## src/rtl/ram_initiator_pkg.sv

```systemverilog
// ---------------------------------------------------------------------------
// ram_initiator_pkg
// Shared types and defaults for the RAM bus-master front end.
//   - default widths for data, word address and burst length
//   - state encoding of the initiator FSM (fixed 3-bit codes so the values
//     stay stable for any logic that decodes them as plain vectors)
//   - request bundle {we, addr, len} at the default widths
// ---------------------------------------------------------------------------
package ram_initiator_pkg;

    localparam int DATA_WIDTH_DEF = 32;
    localparam int ADDR_WIDTH_DEF = 32;
    localparam int LEN_WIDTH_DEF  = 4;

    localparam logic [2:0] S_IDLE      = 3'd0;
    localparam logic [2:0] S_RD_ACCESS = 3'd1;
    localparam logic [2:0] S_RD_RESP   = 3'd2;
    localparam logic [2:0] S_WR_DATA   = 3'd3;
    localparam logic [2:0] S_WR_COMMIT = 3'd4;

    typedef enum logic [2:0] {
        IDLE      = S_IDLE,
        RD_ACCESS = S_RD_ACCESS,
        RD_RESP   = S_RD_RESP,
        WR_DATA   = S_WR_DATA,
        WR_COMMIT = S_WR_COMMIT
    } ram_init_state_e;

    typedef struct packed {
        logic                      we;
        logic [ADDR_WIDTH_DEF-1:0] addr;
        logic [LEN_WIDTH_DEF-1:0]  len;
    } ram_init_req_t;

endpackage

```

## src/rtl/ram_burst_ctr.sv

```systemverilog
// ---------------------------------------------------------------------------
// ram_burst_ctr
// Burst address register and remaining-beat down-counter.
//   clk, rst_n         : clock, asynchronous active-low reset
//   load               : capture load_addr / load_len (start of a burst)
//   step               : advance to the next beat (addr+1, cnt-1)
//   load_addr/load_len : first word address and beats-minus-one
//   addr               : current beat address
//   last               : current beat is the final one (cnt == 0)
//   bound_err          : load_addr+load_len runs past the top of the address
//                        space (carry out of the ADDR_WIDTH+1 bit sum)
// ---------------------------------------------------------------------------
module ram_burst_ctr #(
    parameter int ADDR_WIDTH = 32,
    parameter int LEN_WIDTH  = 4
) (
    input  logic                  clk,
    input  logic                  rst_n,
    input  logic                  load,
    input  logic                  step,
    input  logic [ADDR_WIDTH-1:0] load_addr,
    input  logic [LEN_WIDTH-1:0]  load_len,
    output logic [ADDR_WIDTH-1:0] addr,
    output logic                  last,
    output logic                  bound_err
);

    logic [ADDR_WIDTH-1:0] addr_reg;
    logic [LEN_WIDTH-1:0]  cnt_reg;
    logic [ADDR_WIDTH:0]   end_sum;

    // One extra bit so an overrun shows up as the carry instead of wrapping.
    assign end_sum   = {1'b0, load_addr} + {{(ADDR_WIDTH + 1 - LEN_WIDTH){1'b0}}, load_len};
    assign bound_err = end_sum[ADDR_WIDTH];

    always_ff @(posedge clk or negedge rst_n) begin
        if (!rst_n) begin
            addr_reg <= '0;
            cnt_reg  <= '0;
        end else if (load) begin
            addr_reg <= load_addr;
            cnt_reg  <= load_len;
        end else if (step) begin
            addr_reg <= addr_reg + 1'b1;   // modulo 2**ADDR_WIDTH
            cnt_reg  <= cnt_reg - 1'b1;
        end
    end

    assign addr = addr_reg;
    assign last = (cnt_reg == '0);

endmodule

```

## src/rtl/ram_initiator.sv

```systemverilog
// ---------------------------------------------------------------------------
// ram_initiator
// Bus master that runs read/write bursts against a single-port RAM with
// combinational read data.
//   req_*   : burst request (valid/ready), accepted only in IDLE
//   req_err : one-cycle reject pulse for bursts that overrun the address
//             space; only active when RAM_INITIATOR_BOUND_CHECK_EN is
//             defined, tied low otherwise (bursts then wrap silently)
//   wdata_* : write beat channel (valid/ready)
//   rsp_*   : read beat channel, data held stable until rsp_ready
//   wr_done : one-cycle pulse in the first IDLE cycle after a write burst
//   busy    : unit is not IDLE
//   mem_*   : RAM addr / wr_data / wr_en, mem_rd_data from RAM
// Each read beat takes RD_ACCESS (sample RAM into rdata_reg) then RD_RESP;
// each write beat takes WR_DATA (capture wdata) then WR_COMMIT (wr_en high).
// ---------------------------------------------------------------------------
module ram_initiator
    import ram_initiator_pkg::*;
#(
    parameter int DATA_WIDTH = DATA_WIDTH_DEF,
    parameter int ADDR_WIDTH = ADDR_WIDTH_DEF,
    parameter int LEN_WIDTH  = LEN_WIDTH_DEF
) (
    input  logic                  clk,
    input  logic                  rst_n,
    input  logic                  req_valid,
    output logic                  req_ready,
    input  logic                  req_we,
    input  logic [ADDR_WIDTH-1:0] req_addr,
    input  logic [LEN_WIDTH-1:0]  req_len,
    output logic                  req_err,
    input  logic                  wdata_valid,
    output logic                  wdata_ready,
    input  logic [DATA_WIDTH-1:0] wdata,
    output logic                  rsp_valid,
    input  logic                  rsp_ready,
    output logic [DATA_WIDTH-1:0] rsp_data,
    output logic                  rsp_last,
    output logic                  wr_done,
    output logic                  busy,
    output logic [ADDR_WIDTH-1:0] mem_addr,
    output logic [DATA_WIDTH-1:0] mem_wr_data,
    output logic                  mem_wr_en,
    input  logic [DATA_WIDTH-1:0] mem_rd_data
);

`ifdef RAM_INITIATOR_BOUND_CHECK_EN
    localparam bit BOUND_CHECK_EN = 1'b1;
`else
    localparam bit BOUND_CHECK_EN = 1'b0;
`endif

    ram_init_state_e       state_reg, state_next;
    logic [DATA_WIDTH-1:0] rdata_reg;
    logic [DATA_WIDTH-1:0] wdata_reg;
    logic                  wr_done_reg;
    logic                  req_fire;
    logic                  req_reject;
    logic                  ctr_load;
    logic                  ctr_step;
    logic [ADDR_WIDTH-1:0] addr_q;
    logic                  cnt_last;
    logic                  bound_err;

    ram_burst_ctr #(
        .ADDR_WIDTH (ADDR_WIDTH),
        .LEN_WIDTH  (LEN_WIDTH)
    ) u_ctr (
        .clk       (clk),
        .rst_n     (rst_n),
        .load      (ctr_load),
        .step      (ctr_step),
        .load_addr (req_addr),
        .load_len  (req_len),
        .addr      (addr_q),
        .last      (cnt_last),
        .bound_err (bound_err)
    );

    assign req_fire   = (state_reg == IDLE) && req_valid;
    // A rejected request still handshakes; it just never leaves IDLE.
    assign req_reject = req_fire && bound_err && BOUND_CHECK_EN;

    always_comb begin
        state_next = state_reg;
        ctr_load   = 1'b0;
        ctr_step   = 1'b0;
        case (state_reg)
            IDLE: begin
                if (req_fire && !req_reject) begin
                    ctr_load   = 1'b1;
                    state_next = req_we ? WR_DATA : RD_ACCESS;
                end
            end
            RD_ACCESS: state_next = RD_RESP;
            RD_RESP: begin
                if (rsp_ready) begin
                    if (cnt_last) begin
                        state_next = IDLE;
                    end else begin
                        ctr_step   = 1'b1;
                        state_next = RD_ACCESS;
                    end
                end
            end
            WR_DATA: begin
                if (wdata_valid) state_next = WR_COMMIT;
            end
            WR_COMMIT: begin
                if (cnt_last) begin
                    state_next = IDLE;
                end else begin
                    ctr_step   = 1'b1;
                    state_next = WR_DATA;
                end
            end
            default: state_next = IDLE;
        endcase
    end

    always_ff @(posedge clk or negedge rst_n) begin
        if (!rst_n) begin
            state_reg   <= IDLE;
            rdata_reg   <= '0;
            wdata_reg   <= '0;
            wr_done_reg <= 1'b0;
        end else begin
            state_reg   <= state_next;
            wr_done_reg <= (state_reg == WR_COMMIT) && cnt_last;
            if (state_reg == RD_ACCESS) rdata_reg <= mem_rd_data;
            if ((state_reg == WR_DATA) && wdata_valid) wdata_reg <= wdata;
        end
    end

`ifdef RAM_INITIATOR_BOUND_CHECK_EN
    logic req_err_reg;

    always_ff @(posedge clk or negedge rst_n) begin
        if (!rst_n) req_err_reg <= 1'b0;
        else        req_err_reg <= req_reject;
    end

    assign req_err = req_err_reg;
`else
    assign req_err = 1'b0;
`endif

    // Control outputs decode the registered state, so an asynchronous reset
    // drops mem_wr_en and rsp_valid immediately.
    assign req_ready   = (state_reg == IDLE);
    assign busy        = (state_reg != IDLE);
    assign wdata_ready = (state_reg == WR_DATA);
    assign rsp_valid   = (state_reg == RD_RESP);
    assign rsp_data    = rdata_reg;
    assign rsp_last    = (state_reg == RD_RESP) && cnt_last;
    assign wr_done     = wr_done_reg;
    assign mem_addr    = addr_q;
    assign mem_wr_data = wdata_reg;
    assign mem_wr_en   = (state_reg == WR_COMMIT);

endmodule

```

## config.mk

```make
export PLATFORM = sky130hd
export DESIGN_NAME = ram_initiator
export DESIGN_NICKNAME = d
export VERILOG_FILES = /design/src/rtl/ram_initiator_pkg.sv /design/src/rtl/ram_burst_ctr.sv /design/src/rtl/ram_initiator.sv
export SDC_FILE = /design/constraint.sdc
export NUM_CORES = 1
export LEC_CHECK = 0
export CAP_MARGIN = 20
export CORE_MARGIN = 1.5
export CORE_UTILIZATION = 45
export CTS_CLUSTER_DIAMETER = 120
export DETAILED_ROUTE_END_ITERATION = 16
export PLACE_DENSITY_LB_ADDON = 0.3
export SYNTH_ARGS = -nofsm -noshare
export SYNTH_HDL_FRONTEND = slang
export SYNTH_SLANG_ARGS = --single-unit
```

## constraint.sdc

```tcl
create_clock -name clk -period 6.9 [get_ports clk]
set_input_delay 0.69 -clock clk [delete_from_list [all_inputs] [get_ports clk]]
set_output_delay 0.69 -clock clk [all_outputs]
set_load 0.02 [all_outputs]
```

Word-level counts from Yosys, hierarchy flattened
Index checks and enable logic that the tools add are counted.
{ "totals": {"register_bits": 104, "input_bits": 106, "out_inout_bits": 104, "word_cells": 40} }
{ "classes": {"addsub": 2, "n_eq_ne": 7, "muxes": 16, "reduce_logical": 9} }
{ "ops": {"columns": ["op", "count"], "rows": [
  ["$mux 32", 2],
  ["$add 32x1->32 const B", 1],
  ["$pmux 3 s5", 1],
  ["$mux 3", 3],
  ["$mux 4", 2],
  ["$eq 3x2->1 const B", 2],
  ["$mux 1", 5],
  ["$logic_and 1x1->1", 4],
  ["$logic_not 4->1", 1],
  ["$mux 2", 2],
  ["$ne 2x1->1 const B", 2],
  ["$sub 4x1->4 const B", 1],
  ["$eq 3x1->1 const B", 1],
  ["$eq 3x3->1 const B", 1],
  ["$logic_not 3->1", 1],
  ["$reduce_and 3->1", 1],
  ["$reduce_bool 3->1", 1],
  ["$ne 2x2->1 const B", 1],
  ["$pmux 1 s2", 1],
  ["$reduce_bool 2->1", 1]
]} }

Depth between registers and ports, before layout
{ "depth": {"word_depth": 6, "mapped_depth": 8, "depth_no_buf": 7} }

Cells and area by module
From an unflattened synthesis, not the netlist that was laid out.
{ "hier_totals": {"cells_unflattened": 420, "hier_area_um2": 5002.3} }
{ "by_module_without_submodules": {"columns": ["module", "n_inst", "cells_per_inst", "area_each_um2", "seq_area_each_um2"], "rows": [
  ["ram_initiator", 1, 170, 2763.9, 1701.6],
  ["ram_burst_ctr", 1, 250, 2238.4, 900.9]
]} }

Least setup slack after synthesis
Ideal clock, no wire load.
{ "synth_path": {"kind": "register -> register", "from": "reg state_reg[0]", "to": "reg u_ctr.addr_reg[28], in the netlist u_ctr.addr[28]", "setup_time_ns": 0.126, "t_arrival_ns": 2.275, "t_required_ns": 6.774, "setup_slack_ns": 4.499, "stages_incl_launch_ff": 7, "path_buffers": 1, "synth_period_minus_slack_ns": 2.401, "path_cell_list": "dfrtp_1 > buf_2 > nor3b_2 > o21ai_1 > or3_1 > o311a_1 > a221o_1"} }
{ "synth_between": {"elab_cells_between_ends": 9, "cone_classes": "2 x eq/ne; 4 x mux; 3 x reduce/logical"} }
{ "synth_rtl": {"columns": ["element", "line", "rtl"], "rows": [
  ["from (decl)", "ram_initiator.sv:53", "ram_init_state_e state_reg, state_next;"],
  ["from (signal assigned)", "ram_initiator.sv:128", "state_reg <= state_next;"],
  ["$eq 3x3->1", null, null],
  ["net mem_wr_en", "ram_initiator.sv:43", "output logic mem_wr_en,"],
  ["$pmux 1 s2", "ram_initiator.sv:88", "case (state_reg)"],
  ["$reduce_bool 2->1 (no source line)", null, null],
  ["to (signal assigned)", "ram_burst_ctr.sv:41", "addr_reg <= load_addr;"],
  ["to (signal assigned)", "ram_burst_ctr.sv:44", "addr_reg <= addr_reg + 1'b1;"],
  ["to (decl)", "ram_burst_ctr.sv:28", "logic [ADDR_WIDTH-1:0] addr_reg;"]
]} }
The timed path passes the listed nets, and every way through them passes these cells.
A chain may end at the register's enable or synchronous reset.

Worst setup path in the final report
{ "layout_path": {"from": "reg u_ctr.cnt_reg[0]", "to": "out rsp_last"} }
{ "layout_between": {"elab_chain_len": 2} }
{ "layout_rtl": {"columns": ["element", "line", "rtl"], "rows": [
  ["from (decl)", "ram_burst_ctr.sv:29", "logic [LEN_WIDTH-1:0] cnt_reg;"],
  ["from (signal assigned)", "ram_burst_ctr.sv:42", "cnt_reg <= load_len;"],
  ["from (signal assigned)", "ram_burst_ctr.sv:45", "cnt_reg <= cnt_reg - 1'b1;"],
  ["$logic_not 4->1", "ram_burst_ctr.sv:50", "assign last = (cnt_reg == '0);"],
  ["$logic_and 1x1->1", "ram_initiator.sv:155", "assign rsp_last = (state_reg == RD_RESP) && cnt_last;"],
  ["to (decl)", "ram_initiator.sv:38", "output logic rsp_last,"]
]} }
Every way passes these cells.

==> summary.md <==
| Metric | Value |
|---|---|
| Outcome | `completed` |
| Number of input and output port buffers inserted | `approximately 210` |
| Clock root buffer | `sky130_fd_sc_hd__clkbuf_8` |
| Netlist area before placement | `approximately 4700 µm²` |
| Worst hold path class | `in2async` |
| Post-layout worst setup margin | `3.92 ns` |
| Fraction of the cycle the final worst path needs | `43.1%` |
| Boundary Pins | `210` |
| Int Power | `between 0.0015 and 0.002 W` |
| Number of core rows | `37` |
| Most used flip-flop cell after synthesis | `sky130_fd_sc_hd__dfrtp_1` |
| Biggest area consumer among synthesized cells | `sky130_fd_sc_hd__dfrtp_1` |
| Worst setup slack after placement | `slightly above 4 ns` |
| Endpoint class of the critical path | `output port` |
| Last weighted congestion value of the routability-driven placer | `roughly 0.85` |
| Post-cts gate resize count | `0` |
| Per-instance average area after synthesis | `~12 µm²` |
| Worst EP arrival | `around 2.3 ns` |
| Proportion of synthesized flip-flops having asynchronous set or reset | `between 90% and 100%` |
| Number of global-route vias before repair | `4077` |
| DRC violation count after routing | `0` |
| Top area cells in the synthesized netlist | `sky130_fd_sc_hd__dfrtp_1, sky130_fd_sc_hd__mux2_2, sky130_fd_sc_hd__nand2_1` |
| Max Clk Rate | `approximately 340 MHz` |
| Num Clock Sinks | `about 100` |
| Synthesis Warnings | `0` |
| Pwr/cell area | `around 460 nW/µm²` |
| Psw | `~0.0013 W` |
| CTS tree | `done` |
| Accumulated negative setup slack | `0 ns` |
| Maximum vdd ir drop | `0.000274 V` |
| Initial core utilization | `45.9%` |
| Logic pwr share | `a little over half` |
| Worst Setup Path Type | `reg2out` |
| Total global routing overflow | `0` |
| Insertion delay to the later sink of the worst-skew pair | `0.36 ns` |
| Gate count of the mapped netlist | `between 400 and 500` |
| Chip Height | `between 100 and 150 µm` |
| Area occupied by multi-input gates | `1970 µm²` |
| Detailed-router iteration count before antenna repair | `4` |
| Fill cell total of the finished layout | `775` |
| Count leader, synth | `sky130_fd_sc_hd__dfrtp_1` |
| Wire length after detailed routing | `~12 mm` |
| DIE AREA | `about 11000 µm²` |
| Required time at the worst-slack endpoint | `6.21 ns` |
| Fraction of final layout cells sized beyond drive strength 1 | `15.6%` |
| Count of nets after finishing | `717` |
| Final Hold Fails | `0` |
| Clk_skew | `between 0.015 and 0.02 ns` |
| Number of antenna violations at the first check in global routing | `0` |
| Setup bufs post-CTS | `0` |
| Pin count of the biggest net entering global routing | `between 60 and 70` |
| Share of the yosys chip area belonging to registers | `55.7%` |
| Hpwl dp | `roughly 9.4 mm` |
| Fraction of post-synthesis cell area in the top cell type by area | `between 50 and 60%` |
| Number of vias in the routed layout | `between 3k and 4k` |
| H-Tree Depth | `3` |
| Finish-stage setup viols | `0` |
| Pin slew with the least headroom to its limit | `approximately 0.75 ns` |
| Sequential power share | `36.3%` |
| RSZ-0062 raised after global routing | `no` |
| Number of buffers added by the clock tree synthesis step | `9` |
| All-layer global routing usage | `23.0%` |
| WL per Instance | `about 17 µm` |
| Clock group share of total power | `between 10% and 20%` |
| Top cell types by occurrence after synthesis | `sky130_fd_sc_hd__dfrtp_1, sky130_fd_sc_hd__mux2_2, sky130_fd_sc_hd__nand2_1, sky130_fd_sc_hd__o21ai_0, sky130_fd_sc_hd__xnor2_1` |
| Synth unique cells | `48` |
| Peak fanout along the critical path | `3` |
| Area added between synthesis and finish | `51.4%` |
| DIE WIDTH | `approximately 100 µm` |
| Leakage dissipation | `2.81 nW` |
| Avg Vias per Cell | `5.28` |
| Remaining number of nets flagged by the antenna check after routing | `0` |
| Total count of max-transition violations in the final report | `0` |
| Number of antenna repair diodes | `0` |
| Syn nets | `~500` |
| Sw Share | `around 40%` |
| Hold Buf Count CTS | `0` |
| Maximum root-to-sink buffer count | `2` |
| Final-layout worst hold slack | `roughly 0.30 ns` |
| Category of the worst setup path launch point | `flop` |
| Flops & latches, synth | `between 100 and 150` |
| Area used by sequential logic in the layout | `2600 µm²` |
| Time the worst path needs with I/O delays and setup | `2.98 ns` |
| Core box area | `a little over 10000 µm²` |
| Initial detailed-routing violation count | `between 150 and 200` |
| Remaining max-slew budget at the tightest pin | `50.3%` |
| Global-route wire length before repair | `~20 mm` |
| Max-cap violations | `0` |
| Number of flops mapped to enable cells by yosys | `0` |
| Register clock-pin slew on the reported worst setup and hold paths | `approximately 0.11 ns` |
[final cells by class]
| type | count | area share, % |
|---|---|---|
| Clock buffer | 9 | 1.75 |
| Sequential cell | 104 | 36.8 |
| Tap cell | 136 | 2.40 |
| Inverter | 11 | 0.583 |
| Multi-Input combinational cell | 270 | 27.8 |
| Clock inverter | 7 | 0.760 |
| Timing Repair Buffer | 213 | 29.9 |
[routing by layer]
metal,vias up,global-route usage [%],wire length (µm)
met5,-,0,0
met4,0,7.93,249
met3,19,7.24,1160
met2,182,39.4,6390
met1,1917,27.1,4660
li1,1843,-,-
[stage by stage]
| step | utilization, % | cells | total power [W] | cell area [µm²] |
|---|---|---|---|---|
| floorplan | - | 402 | 0.00205 | 4680 |
| global placement | 67.7 | 734 | 0.00283 | 6900 |
| detailed placement | 67.7 | 734 | 0.00289 | 6900 |
| CTS | 69.5 | 750 | 0.00325 | 7080 |
| global route | 69.5 | 750 | 0.00341 | 7080 |
| finish | 69.5 | 750 | 0.00322 | 7080 |
[logic make-up after synthesis]
kind of cell             after synthesis  share of synthesized area [%]
buffers and inverters                 28                           2.35
AND/OR/NAND/NOR                      124                           13.8
multiplexers                          67                           16.1
XOR/XNOR                              24                           4.50
AO/OA/AOI/OAI                         52                           6.98
other                                  1                         0.0802
adder cells (fa/ha/maj)                2                          0.535
flip-flops                           104                           55.7
[final timing paths]
check | slack, ns | end | cells after the start | startpoint
worst max-delay path | 3.92 | rsp_last | 5 | u_ctr.cnt_reg[0]
worst min-delay path | 0.30 | mem_wr_data[0] | 1 | rst_n
worst max register to register | 4.40 | u_ctr.addr[28] | 6 | u_ctr.addr[0]
worst min register to register | 0.51 | mem_wr_data[9] | 1 | mem_wr_data[9]
max in group asynchronous | 5.40 | rsp_data[18] | 2 | rst_n
min in group clk | 0.51 | mem_wr_data[9] | 1 | mem_wr_data[9]
[layout by cell type, fill, tap and decap left out, types with 2 or more instances in the layout]
cell type / n
sky130_fd_sc_hd__a221o_1: 5
sky130_fd_sc_hd__nand4_1: 12
sky130_fd_sc_hd__and2_1: 2
sky130_fd_sc_hd__buf_4: 6
sky130_fd_sc_hd__nor3_1: 14
sky130_fd_sc_hd__clkbuf_8: 9
sky130_fd_sc_hd__xnor2_1: 16
sky130_fd_sc_hd__ha_1: 2
sky130_fd_sc_hd__nor3_2: 2
sky130_fd_sc_hd__o211ai_1: 2
sky130_fd_sc_hd__or3_1: 2
sky130_fd_sc_hd__nor3b_2: 2
sky130_fd_sc_hd__nor2_1: 14
sky130_fd_sc_hd__clkdlybuf4s50_1: 207
sky130_fd_sc_hd__dfrtp_1: 104
sky130_fd_sc_hd__a22oi_1: 3
sky130_fd_sc_hd__nor4_1: 7
sky130_fd_sc_hd__a21oi_1: 5
sky130_fd_sc_hd__o21ai_0: 26
sky130_fd_sc_hd__xor2_1: 8
sky130_fd_sc_hd__a31oi_1: 2
sky130_fd_sc_hd__mux2_2: 65
sky130_fd_sc_hd__and3_1: 2
sky130_fd_sc_hd__nand2_1: 47
sky130_fd_sc_hd__inv_1: 11
sky130_fd_sc_hd__nand3_1: 8
sky130_fd_sc_hd__clkinv_2: 2
sky130_fd_sc_hd__mux2i_1: 2
sky130_fd_sc_hd__clkinvlp_4: 2
sky130_fd_sc_hd__inv_6: 2
sky130_fd_sc_hd__nor2b_1: 2
sky130_fd_sc_hd__nor3b_1: 2
[power groups by stage]
stage               Clock [W]  Sequential [W]  Combinational, W
floorplan                   0         0.00148          0.000571
global placement            0         0.00116           0.00167
detailed placement          0         0.00118           0.00171
CTS                  0.000367         0.00117           0.00171
global route         0.000386         0.00122           0.00180
finish               0.000355         0.00117           0.00170
[worst max-delay path, stage by stage (launching register included)]
cell,delay (ns)
sky130_fd_sc_hd__dfrtp_1,0.41
sky130_fd_sc_hd__inv_1,0.07
sky130_fd_sc_hd__ha_1,0.17
sky130_fd_sc_hd__or3b_2,0.48
sky130_fd_sc_hd__nor3_1,0.15
sky130_fd_sc_hd__clkdlybuf4s50_1,0.66
Note: power is estimated with default switching activity, not from simulation.
